$ cat config.mk
export PLATFORM = sky130hd
export DESIGN_NAME = life_controller
export DESIGN_NICKNAME = d
export VERILOG_FILES = /design/src/rtl/life_pkg.sv /design/src/rtl/life_debounce.sv /design/src/rtl/life_controller.sv
export SDC_FILE = /design/constraint.sdc
export NUM_CORES = 1
export LEC_CHECK = 0
export ABC_AREA = 0
export CAP_MARGIN = 20
export CORE_MARGIN = 2
export CORE_UTILIZATION = 43
export DETAILED_ROUTE_END_ITERATION = 12
export PLACE_DENSITY = 0.66
export SYNTH_ARGS = -nofsm -noshare
export SYNTH_HDL_FRONTEND = slang
export SYNTH_SLANG_ARGS = --single-unit
export TNS_END_PERCENT = 100
$ cat constraint.sdc
create_clock -name clk -period 6.7 [get_ports clk]
set_clock_uncertainty 0.1 [all_clocks]
set_input_delay 0.67 -clock clk [delete_from_list [all_inputs] [get_ports clk]]
set_output_delay 0.67 -clock clk [all_outputs]
set_load 0.02 [all_outputs]
$ cat src/rtl/life_pkg.sv
`default_nettype none
// ============================================================================
// Module   : life_pkg
// Desc     : Shared encodings for the Game of Life sequencing controller.
// Revision : 1.0
// ============================================================================
package life_pkg;

    localparam int CELLS_7X7 = 49;

    typedef enum logic [1:0] {
        ST_IDLE    = 2'b00,
        ST_PROGRAM = 2'b01,
        ST_RUN     = 2'b10,
        ST_PAUSE   = 2'b11
    } mode_t;

    typedef enum logic [1:0] {
        S_NONE = 2'd0,
        S0     = 2'd1,
        S1     = 2'd2,
        S2     = 2'd3
    } phase_t;

    typedef enum logic [1:0] {
        SEQ_PROG  = 2'd0,
        SEQ_GEN   = 2'd1,
        SEQ_CLEAR = 2'd2
    } seq_t;

    // Field order doubles as priority order, highest first.
    typedef struct packed {
        logic clr;
        logic pause;
        logic start;
        logic b1;
        logic b0;
    } btn_req_t;

endpackage
`default_nettype wire

$ cat src/rtl/life_debounce.sv
`default_nettype none
// ============================================================================
// Module   : life_debounce
// Desc     : 2-flop synchronizer, stable-sample counter, one-cycle press pulse.
// Revision : 1.0
// ============================================================================
module life_debounce #(
    parameter int DEB_CYCLES = 16
) (
    input  logic clk,
    input  logic rst,
    input  logic i_raw,
    output logic o_press
);

    localparam int CW = $clog2(DEB_CYCLES + 1);

    logic [1:0]    r_sync;
    logic          r_level;
    logic [CW-1:0] r_cnt;
    logic          r_press;

    always_ff @(posedge clk or posedge rst) begin
        if (rst) begin
            r_sync  <= '0;
            r_level <= 1'b0;
            r_cnt   <= '0;
            r_press <= 1'b0;
        end else begin
            r_sync  <= {r_sync[0], i_raw};
            r_press <= 1'b0;
            if (r_sync[1] == r_level) begin
                r_cnt <= '0;
            end else if (r_cnt == CW'(DEB_CYCLES - 1)) begin
                r_level <= r_sync[1];
                r_cnt   <= '0;
                r_press <= r_sync[1];
            end else begin
                r_cnt <= r_cnt + 1'b1;
            end
        end
    end

    assign o_press = r_press;

endmodule
`default_nettype wire

$ cat src/rtl/life_controller.sv
`default_nettype none
// ============================================================================
// Module   : life_controller
// Desc     : Mode FSM, strobe sequencer, generation timer and still-life detect.
// Revision : 1.0
// ============================================================================
module life_controller
    import life_pkg::*;
#(
    parameter int CELLS      = CELLS_7X7,
    parameter int DEB_CYCLES = 16,
    parameter int GEN_PERIOD = 1000
) (
    input  logic             clk,
    input  logic             rst,
    input  logic             i_btn_start_raw,
    input  logic             i_btn_pause_raw,
    input  logic             i_btn_clear_raw,
    input  logic             i_btn0_raw,
    input  logic             i_btn1_raw,
    input  logic [CELLS-1:0] i_grid,
    output logic [1:0]       o_state,
    output logic             o_btn0,
    output logic             o_btn1,
    output logic             o_clka,
    output logic             o_clkb,
    output logic             o_stop,
    output logic [5:0]       o_prog_count,
    output logic             o_prog_full,
    output logic [15:0]      o_gen_count,
    output logic             o_stable,
    output logic             o_extinct
);

    localparam int TW = $clog2(GEN_PERIOD);

    logic [4:0] w_raw;
    logic [4:0] w_press_v;
    btn_req_t   w_press, w_req, w_appl, w_cand, w_act;
    logic       w_gen;

    mode_t            r_mode;
    phase_t           r_phase;
    seq_t             r_kind;
    btn_req_t         r_pend;
    logic [TW-1:0]    r_timer;
    logic [CELLS-1:0] r_prev_grid;
    logic             r_clka, r_clkb, r_stop, r_btn0, r_btn1;
    logic             r_prog_full, r_stable, r_extinct;
    logic [5:0]       r_prog_count;
    logic [15:0]      r_gen_count;

    assign w_raw = {i_btn_clear_raw, i_btn_pause_raw, i_btn_start_raw, i_btn1_raw, i_btn0_raw};

    generate
        for (genvar gi = 0; gi < 5; gi++) begin : g_deb
            life_debounce #(.DEB_CYCLES(DEB_CYCLES)) u_deb (
                .clk     (clk),
                .rst     (rst),
                .i_raw   (w_raw[gi]),
                .o_press (w_press_v[gi])
            );
        end
    endgenerate

    assign w_press = w_press_v;

    // Requests not applicable in the current mode are dropped at the next free cycle.
    always_comb begin
        w_req        = r_pend | w_press;
        w_appl       = '0;
        w_appl.clr   = 1'b1;
        w_appl.pause = (r_mode == ST_RUN) || (r_mode == ST_PAUSE);
        w_appl.start = (r_mode == ST_IDLE) || (r_mode == ST_PROGRAM);
        w_appl.b0    = (r_mode == ST_PROGRAM) && !r_prog_full && !(w_req.b0 && w_req.b1);
        w_appl.b1    = w_appl.b0;
        w_cand       = w_req & w_appl;
        w_act        = '0;
        if (w_cand.clr)        w_act.clr   = 1'b1;
        else if (w_cand.pause) w_act.pause = 1'b1;
        else if (w_cand.start) w_act.start = 1'b1;
        else if (w_cand.b1)    w_act.b1    = 1'b1;
        else if (w_cand.b0)    w_act.b0    = 1'b1;
        w_gen = (r_mode == ST_RUN) && (r_timer == TW'(GEN_PERIOD - 1)) && (w_act == '0);
    end

    always_ff @(posedge clk or posedge rst) begin
        if (rst) begin
            r_mode       <= ST_IDLE;
            r_phase      <= S_NONE;
            r_kind       <= SEQ_PROG;
            r_pend       <= '0;
            r_timer      <= '0;
            r_prev_grid  <= '0;
            r_clka       <= 1'b0;
            r_clkb       <= 1'b0;
            r_stop       <= 1'b0;
            r_btn0       <= 1'b0;
            r_btn1       <= 1'b0;
            r_prog_full  <= 1'b0;
            r_stable     <= 1'b0;
            r_extinct    <= 1'b0;
            r_prog_count <= '0;
            r_gen_count  <= '0;
        end else begin
            if (r_mode == ST_RUN)
                r_timer <= (r_timer == TW'(GEN_PERIOD - 1)) ? '0 : r_timer + 1'b1;

            if (r_phase == S_NONE) r_pend <= w_cand & ~w_act;
            else                   r_pend <= r_pend | w_press;

            case (r_phase)
                S0: begin
                    r_clka  <= 1'b0;
                    r_clkb  <= 1'b1;
                    r_btn0  <= 1'b0;
                    r_btn1  <= 1'b0;
                    r_stop  <= (r_kind == SEQ_CLEAR);
                    r_phase <= S1;
                end
                S1: begin
                    r_clkb  <= 1'b0;
                    r_stop  <= 1'b0;
                    r_phase <= S2;
                end
                S2: begin
                    // Non-generation sequences use S2 purely as the inter-sequence gap.
                    r_phase <= S_NONE;
                    if (r_kind == SEQ_GEN) begin
                        if (r_gen_count != 16'hFFFF) r_gen_count <= r_gen_count + 1'b1;
                        if (i_grid == '0) begin
                            r_extinct <= 1'b1;
                            r_mode    <= ST_PAUSE;
                        end else if (i_grid == r_prev_grid) begin
                            r_stable <= 1'b1;
                            r_mode   <= ST_PAUSE;
                        end
                        r_prev_grid <= i_grid;
                    end
                end
                default: begin
                    if (w_act.clr) begin
                        r_mode       <= ST_IDLE;
                        r_phase      <= S0;
                        r_clka       <= 1'b1;
                        r_kind       <= SEQ_CLEAR;
                        r_prog_count <= '0;
                        r_prog_full  <= 1'b0;
                        r_gen_count  <= '0;
                        r_prev_grid  <= '0;
                        r_stable     <= 1'b0;
                        r_extinct    <= 1'b0;
                        r_timer      <= '0;
                    end else if (w_act.pause) begin
                        if (r_mode == ST_RUN) begin
                            r_mode <= ST_PAUSE;
                        end else begin
                            r_mode    <= ST_RUN;
                            r_stable  <= 1'b0;
                            r_extinct <= 1'b0;
                            r_timer   <= '0;
                        end
                    end else if (w_act.start) begin
                        if (r_mode == ST_IDLE) begin
                            r_mode       <= ST_PROGRAM;
                            r_prog_count <= '0;
                            r_prog_full  <= 1'b0;
                            r_phase      <= S0;
                            r_clka       <= 1'b1;
                            r_kind       <= SEQ_PROG;
                        end else begin
                            r_mode      <= ST_RUN;
                            r_timer     <= '0;
                            r_gen_count <= '0;
                        end
                    end else if (w_act.b1 || w_act.b0) begin
                        r_phase      <= S0;
                        r_clka       <= 1'b1;
                        r_kind       <= SEQ_PROG;
                        r_btn1       <= w_act.b1;
                        r_btn0       <= w_act.b0;
                        r_prog_count <= r_prog_count + 1'b1;
                        r_prog_full  <= (r_prog_count == 6'(CELLS - 1));
                    end else if (w_gen) begin
                        r_phase <= S0;
                        r_clka  <= 1'b1;
                        r_kind  <= SEQ_GEN;
                    end
                end
            endcase
        end
    end

    assign o_state      = r_mode;
    assign o_btn0       = r_btn0;
    assign o_btn1       = r_btn1;
    assign o_clka       = r_clka;
    assign o_clkb       = r_clkb;
    assign o_stop       = r_stop;
    assign o_prog_count = r_prog_count;
    assign o_prog_full  = r_prog_full;
    assign o_gen_count  = r_gen_count;
    assign o_stable     = r_stable;
    assign o_extinct    = r_extinct;

endmodule
`default_nettype wire

# Yosys cells after proc, flatten, opt, wreduce, memory -nomap -nowiden
# Cells that the tools add are included.
dict set report word_totals {
  output_inout_bits 32
  reg_bits 145
  elab_cells 250
  input_bits 56
}
dict set report op_classes {
  reduce_logical 42
  add_sub_neg 8
  n_eq_ne 40
  n_mux 108
  n_bitwise 12
}
# cell count
set op_table {}
lappend op_table {{two-way mux 49 bit} 2}
lappend op_table {{case mux 49 bit (2 select lines)} 1}
lappend op_table {{two-way mux 16 bit} 6}
lappend op_table {{two-way mux 10 bit} 8}
lappend op_table {{two-way mux 5 bit} 11}
lappend op_table {{equality test 49 bit} 1}
lappend op_table {{logical NOT 49 bit} 1}
lappend op_table {{two-way mux 1 bit} 44}
lappend op_table {{two-way mux 2 bit} 19}
lappend op_table {{case mux 16 bit (2 select lines)} 1}
lappend op_table {{two-way mux 6 bit} 5}
lappend op_table {{adder 5 x 1 -> 5 bit (second input constant)} 5}
lappend op_table {{equality test 5 x 4 -> 1 bit (second input constant)} 5}
lappend op_table {{adder 16 x 1 -> 16 bit (second input constant)} 1}
lappend op_table {{inequality test 16 bit (second input constant)} 1}
lappend op_table {{AND reduction 4 bit} 4}
lappend op_table {{case mux 1 bit (2 select lines)} 7}
lappend op_table {{AND reduction 6 bit} 2}
lappend op_table {{adder 10 x 1 -> 10 bit (second input constant)} 1}
lappend op_table {{AND 5 bit} 2}
lappend op_table {{equality test 10 bit (second input constant)} 1}
lappend op_table {{equality test 2 bit (second input constant)} 5}
lappend op_table {{inequality test 2 bit (second input constant)} 5}
lappend op_table {{AND reduction 2 bit} 5}
lappend op_table {{other kinds (32)} 67}

# Logic depth before layout (Yosys ltp)
# Gate-level depths: netlist of the first run.
dict set report depth {
  word_depth 18
  depth_mapped 8
  ltp_nobuf 6
}

# Hierarchy
# A second synthesis of the first run with hierarchy kept.
dict set report hier_totals {
  cells_unflattened 643
  area_unflattened_um2 7095.6
}
# mod area_each_um2 instances seq_area_each_um2 cells_per_inst
set modules_own_cells {}
lappend modules_own_cells {life_controller 5325.1 1 2502.4 513}
lappend modules_own_cells {life_debounce 354.1 5 225.2 26}

# Least setup slack after synthesis of the first run
# OpenSTA, ideal clock, no wires.
dict set report synth_path {
  path_kind {register to register}
  startpoint {register r_phase[0]}
  endpoint {register r_phase[1]}
  t_arrival_ns 1.854
  path_stages_with_launch 8
  setup_slack_ns 4.621
  setup_time_ns 0.125
  path_buffers 1
  required_time_ns 6.475
  synth_period_minus_slack_ns 2.079
  cell_sequence {dfrtp_1 > inv_1 > ha_1 > clkbuf_1 > nor3_1 > o21a_1 > a21oi_1 > mux2_2}
}
dict set report synth_via {
  elab_chain_len 3
  elab_cells_between_ends 8
  cone_classes {eq/ne (5); mux (1); reduce/logical (2)}
}
# item line_no
set synth_rtl {}
lappend synth_rtl {{start: declaration} life_controller.sv:43} ;# phase_t r_phase;
lappend synth_rtl {{start signal: assignment} life_controller.sv:90} ;# r_phase <= S_NONE;
lappend synth_rtl {{start signal: assignment} life_controller.sv:119} ;# r_phase <= S1;
lappend synth_rtl {{start signal: assignment} life_controller.sv:124} ;# r_phase <= S2;
lappend synth_rtl {{equality test 2 bit or equality test 2 x 1 -> 1 bit (tied branches)} life_controller.sv:112} ;# case (r_phase)
lappend synth_rtl {{inequality test 6 x 1 -> 1 bit (no line), or another cell as far along} -}
lappend synth_rtl {{AND reduction 3 bit (no line)} -}
# Parallel ways exist; a longest one is shown, timed or not.
# A chain may end at the register's enable or synchronous reset.

# Worst setup path after layout of the first run
dict set report layout_path {
  startpoint {register r_phase[0]}
  endpoint {register r_gen_count[7], in the netlist o_gen_count[7]}
}
dict set report layout_via {
  elab_chain_len 4
  elab_cells_between_ends 12
  cone_classes {eq/ne (7); mux (1); bitwise (1); reduce/logical (3)}
}
# item line_no
set layout_rtl {}
lappend layout_rtl {{equality test 2 bit or equality test 2 x 1 -> 1 bit (tied branches)} life_controller.sv:112}
lappend layout_rtl {{OR reduction 2 bit (no line)} -}
lappend layout_rtl {{inverter 1 bit (no line)} -}
lappend layout_rtl {{AND reduction 6 bit (no line)} -}
lappend layout_rtl {{end signal: assignment} life_controller.sv:130} ;# if (r_gen_count != 16'hFFFF) r_gen_count <= r_gen_count + 1'b1;
lappend layout_rtl {{end: declaration} life_controller.sv:51} ;# logic [15:0] r_gen_count;
# Parallel ways exist; a longest one is shown, timed or not.

==> results of run 1 <==
through the flow:
step                setup slack [ns]  hold slack, ns
finish                          4.02           0.248
global route                    3.86           0.253
CTS                             4.00           0.248
detailed placement              3.87           0.235
global placement                3.93           0.234
floorplan                       2.04           0.231
flip-flops by register name (all words and copies together) (netlist names), 5 cells and up:
register and count:
g_deb.u_deb.r_sync 10, o_prog_count 6, r_pend 5, r_timer 10, g_deb.u_deb.o_press 5, o_gen_count 16, r_prev_grid 49, g_deb.u_deb.r_level 5
g_deb.u_deb.r_cnt 25
cells by family (layout without fill, tap and decap cells):
family,after synthesis,after routing,synth area share
xor+xnor,74,74,0.0936
compound gates,154,154,0.168
mux,8,8,0.0125
simple gates,204,204,0.160
fa+ha+maj,13,13,0.0232
buf+inv,40,142,0.0252
flops,145,145,0.518
metal layers:
metal / vias up / GRT usage
met5: - / 0
met3: 32 / 0.0451
met4: 0 / 0.0700
met1: 2629 / 0.255
li1: 2531 / -
met2: 148 / 0.291
worst register-to-register path: stages (launching register included):
cell	delay, ns
dfrtp_1	0.41
ha_1	0.21
buf_4	0.23
nor3_1	0.41
a211oi_2	0.15
o22ai_4	0.59
o21ai_0	0.25
a22o_1	0.22
final timing paths:
kind / slack (ns) / end / cells after the start
min in group asynchronous: 0.58 / r_prev_grid[42]$_DFFE_PP0P_ / 2
max: 4.02 / o_gen_count[7]$_DFFE_PP0P_ / 7
max reg2reg: 4.02 / o_gen_count[7]$_DFFE_PP0P_ / 7
min reg2reg: 0.25 / g_deb[4].u_deb.r_sync[1]$_DFF_PP0_ / 0
max in group asynchronous: 4.85 / g_deb[3].u_deb.r_cnt[0]$_DFF_PP0_ / 4
min: 0.25 / g_deb[4].u_deb.r_sync[1]$_DFF_PP0_ / 0
cells in the mapped netlist (all sizes together) (6+ instances only):
cell type | instances | area share
a22o | 60 | 0.075
o21ai | 37 | 0.026
nand3 | 24 | 0.017
nor3 | 13 | 0.0093
mux2 | 6 | 0.0096
nor4 | 17 | 0.015
nand2 | 27 | 0.014
clkbuf | 13 | 0.0070
and2 | 8 | 0.0071
or2 | 8 | 0.0075
and3 | 10 | 0.0089
a21oi | 14 | 0.011
nand4 | 19 | 0.018
dfrtp | 145 | 0.52
ha | 13 | 0.023
nand2b | 7 | 0.0066
nor2 | 45 | 0.027
xor2 | 19 | 0.025
buf | 10 | 0.0091
xnor2 | 55 | 0.069
o21a | 6 | 0.0064
or3 | 6 | 0.0054
inv | 17 | 0.0091
cell type report:
type	instances	share of cell area
Sequential cell	145	0.419
Timing Repair Buffer	93	0.108
Multi-Input combinational cell	453	0.370
Tap cell	216	0.0312
Clock buffer	19	0.0499
Clock inverter	13	0.0147
Inverter	17	0.00794
power breakdown:
| group | internal, uW | switching [uW] | leakage (uW) | total (uW) |
|---|---|---|---|---|
| Clock | 517 | 389 | 0.000265 | 906 |
| Sequential | 920 | 58.4 | 0.00197 | 978 |
| Combinational | 185 | 304 | 0.00143 | 489 |
==> results.cfg, run 1 <==
[clock_tree]
clk_pin_slew_ns = 0.06
cts_hold_buf = 0
cts_tree = yes
clock-sinks = 145
post_cts_resized = 0
htreeDepth = 4
cts_buffer_depth = 2
post-cts-setup-buffers = 0
numCtsBuffers = 17
cts_root_buf = clkbuf_16
clock_latency_ns = 0.42

[detailed_routing]
wl_met3_microns = 711
drt-pass1-iter-count = 4
drt_wl_total_microns = 15700
drc = 0
num_vias = 5340
wl_met2_microns = 7270
wl_met1_microns = 7310
routedWlPerCell_microns = 16.4
ant_nets = 0
avgViaCountPerCell = 5.59
top_layer = met4
drt_iter0_markers = 422

[worst_setup_path]
start_kind = flop
slowest_stage = o22ai_4
critPathBufInv = 1
cp-startpoint = r_phase[0]$_DFFE_PP0P_
r2r_start = r_phase[0]$_DFFE_PP0P_
worst-path-max-fanout = 28
crit_chain = ha_1, buf_4, nor3_1, a211oi_2, o22ai_4, o21ai_0, a22o_1
cp_data_required_time_ns = 6.91
worstPathArrival_ns = 2.89
end_kind = flop
critPathMaxStageDelay_ns = 0.59
critical_path_class = flop to flop
cp_top_family = compound AO/OA/AOI/OAI gates

[floorplanning]
die_area_sq_um = 17300
num_rows = 46
fp.dieH_microns = 132
floorplan.die.width_microns = 132
start_util = 0.441
fp.coreArea_sq_um = 15900
io-pin-count = 88

[final_layout]
nets = 796
diodes = 0
fill_cells = 1364
fin_util = 0.546
syn_to_final_growth_pct = 23.7
final_cells = 956
multi_input_area_sq_um = 3210
fin_area_sq_um = 8670
layout_common_cells = dfrtp_1 (145), clkdlybuf4s50_1 (87), a22o_1 (60), xnor2_1 (55), nor2_1 (40)
seq_area_sq_um = 3630
final_common_cell = dfrtp_1
layout-drive-gt1-share = 0.0919

[pwr]
p_per_area_nw_per_um2 = 274
irDropWorstVdd_v = 0.000216
finalPower_uw = 2370
p_leak_uw = 0.00367

[worst_hold_path]
hold_start = g_deb[4].u_deb.r_sync[0]$_DFF_PP0_
min_path_type = flop to flop

[run_status]
status = complete, no violations

[global_routing]
grt_pass1_wl_microns = 26500
grt_antenna_before_repair = 0
grt_max_degree = 85
grt_util_all_layers = 0.187
grt_pass1_vias = 5367
grt_overflow = 0

[place]
dpl_cell_area_sq_um = 8070
hpwlAfterDp_microns = 10800
globalplace.congestion = 0.854
place_inst = 922
port_buffers = 87

[timing]
rsz0062_at_grt = no
tns_ns = 0
slew_violations = 0
finalHoldViolations = 0
fin_crit_sh = 0.401
setup_violations = 0
slew-limit-headroom = 0.294
min_period_ns = 2.68
tightest_slew_ns = 1.05
fmax_mhz = 373

[synthesis]
syn_inst = 638
synth_seq_cells = 145
ys_seq_area_frac = 0.518
syn_area_per_cell_sq_um = 11.0
synth_nets = 707
synth_area_sq_um = 7010
synth-edff-count = 0
ys_warn_count = 0
synth-main-ff-cell = dfrtp_1
synthArstFlopShare = 1.00
synthDistinctLibCells = 65

[run]
drv_cap = 0
(Power assumes the default switching activity.)
==> inputs of run 2 (changes only) <==
Clock period 6.7 ns to 2.69 ns, I/O delays scaled along.
==> results.cfg, run 2 (same netlist as run 1, synthesis figures left out) <==
[global_routing]
grt_overflow = 0
grt_util_all_layers = 0.196
met2_usage = 0.309
grt_use_met3 = 0.0363
use_met1 = 0.271
grt_pass1_wl_microns = 27700
grt_busiest_layer = met2
grt_antenna_before_repair = 0
grt_pass1_vias = 5402
grt_max_degree = 50

[timing]
finalHoldViolations = 0
min_period_ns = 2.43
slew_violations = 0
fin_crit_sh = 0.904
rsz0062_at_grt = no
slew-limit-headroom = 0.615
tns_ns = 0
tightest_slew_ns = 0.574
setup_violations = 0
fmax_mhz = 411

[worst_hold_path]
min_path_type = input pin to async pin

[floorplanning]
fp.coreArea_sq_um = 15900
num_rows = 46
start_util = 0.441
floorplan.die.width_microns = 132
fp.dieH_microns = 132
die_area_sq_um = 17300
io-pin-count = 88

[place]
dpl_cell_area_sq_um = 8230
port_buffers = 87
hpwlAfterDp_microns = 11600
place_inst = 935
globalplace.congestion = 0.857

[pwr]
p_comb_frac = 0.219
p_sw_uw = 1830
pwr-share-clk = 0.386
irDropWorstVdd_v = 0.000533
seq_power_share = 0.395
p_per_area_nw_per_um2 = 689
p_leak_uw = 0.00376
p_int_uw = 4250
p_sw_frac = 0.301

[run]
drv_cap = 0

[worst_setup_path]
end_kind = flop
r2r_start = r_phase[0]$_DFFE_PP0P_
critPathBufInv = 1
cp_top_family = simple AND/OR/NAND/NOR gates
worst-path-max-fanout = 28
critical_path_class = flop to flop
crit_chain = ha_1, nand2_1, or3_1, o22ai_4, buf_4, o21ai_0, a22o_1
start_kind = flop
cp_data_required_time_ns = 2.90
worstPathArrival_ns = 2.64
slowest_stage = or3_1
cp-startpoint = r_phase[0]$_DFFE_PP0P_
critPathMaxStageDelay_ns = 0.47

[final_layout]
top_register = r_prev_grid
fin_area_sq_um = 8820
final_cells = 967
final_common_cell = dfrtp_1
layout_common_cells = dfrtp_1 (145), clkdlybuf4s50_1 (87), a22o_1 (60), xnor2_1 (55), nor2_1 (40)
syn_to_final_growth_pct = 26.0
nets = 807
layout-drive-gt1-share = 0.107
largest_reg_flops = 49
diodes = 0

[detailed_routing]
num_vias = 5387
drc = 0
ant_nets = 0
routedWlPerCell_microns = 16.8
drt_wl_total_microns = 16200
drt_iter0_markers = 375
avgViaCountPerCell = 5.57
drt-pass1-iter-count = 4

[clock_tree]
clock-sinks = 145
cts_hold_buf = 0
htreeDepth = 4
post-cts-setup-buffers = 0
cts_buffer_depth = 2
cts_tree = yes
cts_root_buf = clkbuf_16
numCtsBuffers = 17
clock_latency_ns = 0.42
post_cts_resized = 0
clk_pin_slew_ns = 0.06

[run_status]
status = complete, no violations
-- run 2: layout make-up --
| cell class | instances | area [sq um] |
|---|---|---|
| fillers | 1361 | 7060 |
| flip-flops and latches | 145 | 3630 |
| multi-input cells | 453 | 3210 |
| repair buffers | 104 | 1060 |
| clock buffers | 22 | 484 |
| well taps | 216 | 270 |
| clock inverters | 10 | 108 |
| inverters | 17 | 67.6 |
-- run 2: final timing paths --
| kind | slack (ns) | end | depth (start not counted) |
|---|---|---|---|
| max reg2reg | 0.26 | o_gen_count[7]$_DFFE_PP0P_ | 7 |
| max in group asynchronous | 1.65 | r_prev_grid[2]$_DFFE_PP0P_ | 3 |
| max | 0.26 | o_gen_count[7]$_DFFE_PP0P_ | 7 |
| min | 0.16 | r_prev_grid[27]$_DFFE_PP0P_ | 2 |
| min in group clk | 0.18 | g_deb[1].u_deb.r_sync[0]$_DFF_PP0_ | 1 |
| min reg2reg | 0.25 | g_deb[0].u_deb.r_sync[1]$_DFF_PP0_ | 0 |
-- run 2: power groups by stage --
| stage | Combinational [uW] | Clock, uW | Sequential (uW) |
|---|---|---|---|
| 4_1_cts | 1330 | 2390 | 2400 |
| 6_report | 1330 | 2350 | 2400 |
| 3_5_place_dp | 1330 | 0 | 2440 |
| 2_1_floorplan | 856 | 0 | 2450 |
| 3_3_place_gp | 1280 | 0 | 2430 |
| 5_1_grt | 1460 | 2490 | 2420 |
-- run 2: routing by layer --
layer,part of all wire,wire length (microns),up-vias
met2,0.48,7770,119
met5,0,0,-
met1,0.47,7580,2700
li1,-,-,2547
met3,0.037,596,21
met4,0.016,261,0
-- run 2: worst reg2reg max path: stages, from the launching register on --
cell and delay (ns):
dfrtp_1 0.40, ha_1 0.44, nand2_1 0.12, or3_1 0.47
o22ai_4 0.12, buf_4 0.30, o21ai_0 0.18, a22o_1 0.19
-- run 2: metrics by stage --
step / total power [uW] / setup slack [ns] / hold WS [ns] / util
after floorplan: 3310 / 0.502 / 0.200 / -
after global placement: 3700 / 0.342 / 0.232 / 0.518
after detailed placement: 3760 / 0.293 / 0.238 / 0.518
after CTS: 6130 / 0.278 / 0.169 / 0.556
after global routing: 6360 / 0.101 / 0.167 / 0.556
final: 6080 / 0.258 / 0.163 / 0.556
==> inputs of run 3 (changes only) <==
Clock period 2.69 ns to 2.5 ns, I/O delays scaled along.
==> results.cfg, run 3 (same netlist as run 1, synthesis figures left out) <==
[clock_tree]
cts_root_buf = clkbuf_16
clk_pin_slew_ns = 0.06
clock-sinks = 145
cts_tree = yes
cts_buffer_depth = 2
post-cts-setup-buffers = 0
htreeDepth = 4
clock_latency_ns = 0.42
numCtsBuffers = 17

[timing]
setup_violations = 0
fmax_mhz = 437
finalHoldViolations = 0
slew-limit-headroom = 0.596
rsz0062_at_grt = no
tightest_slew_ns = 0.602
slew_violations = 0
tns_ns = 0
fin_crit_sh = 0.916
min_period_ns = 2.29

[worst_setup_path]
timing.rr.end = o_gen_count[5]$_DFFE_PP0P_
end_kind = flop
worst-path-max-fanout = 28
critical_path_class = flop to flop
cp_data_required_time_ns = 2.71
r2r_start = r_phase[0]$_DFFE_PP0P_
start_kind = flop
reg2regPathDepth = 7
worstPathArrival_ns = 2.50
r2r_slack_ns = 0.21

[final_layout]
syn_to_final_growth_pct = 25.7
layout-drive-gt1-share = 0.101
fill_cells = 1409
diodes = 0
final_common_cell = dfrtp_1
top_register = r_prev_grid
layout_common_cells = dfrtp_1 (145), clkdlybuf4s50_1 (87), a22o_1 (60), xnor2_1 (55), nor2_1 (40)
nets = 803
largest_reg_flops = 49

[detailed_routing]
ant_nets = 0
routedWlPerCell_microns = 16.7
avgViaCountPerCell = 5.53
drc = 0
drt_iter0_markers = 366
num_vias = 5324
drt_wl_total_microns = 16000
drt-pass1-iter-count = 5

[floorplanning]
io-pin-count = 88
start_util = 0.441
floorplan.die.width_microns = 132
num_rows = 46
die_area_sq_um = 17300
fp.coreArea_sq_um = 15900
fp.dieH_microns = 132

[pwr]
p_leak_uw = 0.00374
p_per_area_nw_per_um2 = 757
irDropWorstVdd_v = 0.000551
finalPower_uw = 6670

[place]
port_buffers = 87
globalplace.congestion = 0.902
hpwlAfterDp_microns = 11200

[run_status]
status = complete, no violations

[global_routing]
grt_pass1_vias = 5592
grt_max_degree = 94
grt_overflow = 0
grt_pass1_wl_microns = 27600
grt_util_all_layers = 0.195
grt_antenna_before_repair = 0

[worst_hold_path]
min_path_type = input pin to async pin

[run]
drv_cap = 0
==> run 3: final cells by class <==
cell class	count	area, sq um	share of cell area
timing repair buffer	100	1010	0.115
clock inverter	10	159	0.0180
tap	216	270	0.0307
clock buffer	21	460	0.0523
sequential	145	3630	0.412
multi-input combinational	453	3210	0.365
inverter	17	67.6	0.00767
==> run 3: worst max path at each step <==
stage | to | cells past startpoint | slack [ns] | from
after global routing | o_gen_count[12]$_DFFE_PP0P_ | 7 | 0.005 | r_phase[1]$_DFFE_PP0P_
after detailed placement | o_state[1]$_DFFE_PP0P_ | 7 | 0.21 | i_grid[23]
after floorplan | g_deb[0].u_deb.o_press$_DFF_PP0_ | 1 | 0.33 | rst
final | o_gen_count[5]$_DFFE_PP0P_ | 7 | 0.21 | r_phase[0]$_DFFE_PP0P_
after global placement | o_stable$_DFFE_PP0P_ | 6 | 0.22 | i_grid[23]
after CTS | o_gen_count[5]$_DFFE_PP0P_ | 7 | 0.22 | r_phase[0]$_DFFE_PP0P_
==> run 3: critical path, stage by stage, from the launching register on <==
cell     delay, ns
dfrtp_1       0.40
ha_1          0.34
nand2_1       0.12
or3_1         0.47
o22ai_4       0.12
buf_4         0.29
o21ai_0       0.14
a22o_1        0.19
==> run 3: layer usage <==
metal,track usage,part of all wire,vias up
li1,-,-,2540
met1,0.270,0.47,2636
met2,0.304,0.48,125
met3,0.0332,0.032,23
met4,0.0791,0.019,0
met5,0,0,-
==> run 3: report_power, final <==
part | total (uW) | internal, uW | switching (uW)
combinational | 1400 | 547 | 854
clock | 2660 | 1710 | 952
sequential | 2600 | 2470 | 133
total | 6670 | 4730 | 1940
==> run 3: through the flow <==
step,instances,instance area [sq um],hold WS (ns),util,worst slack [ns]
6_report,962,8810,0.0260,0.554,0.209
5_1_grt,962,8810,0.0414,0.554,0.00464
4_1_cts,962,8800,0.0239,0.554,0.215
3_5_place_dp,931,8180,0.239,0.515,0.213
3_3_place_gp,931,8180,0.234,0.515,0.218
2_1_floorplan,638,7010,0.181,-,0.331
==> run 3: repair_timing <==
item                                    CTS  global route
resized for setup                         0             2
hold endpoints to repair                  0             0
hold buffers                              0             0
endpoints found under the setup margin    0             1
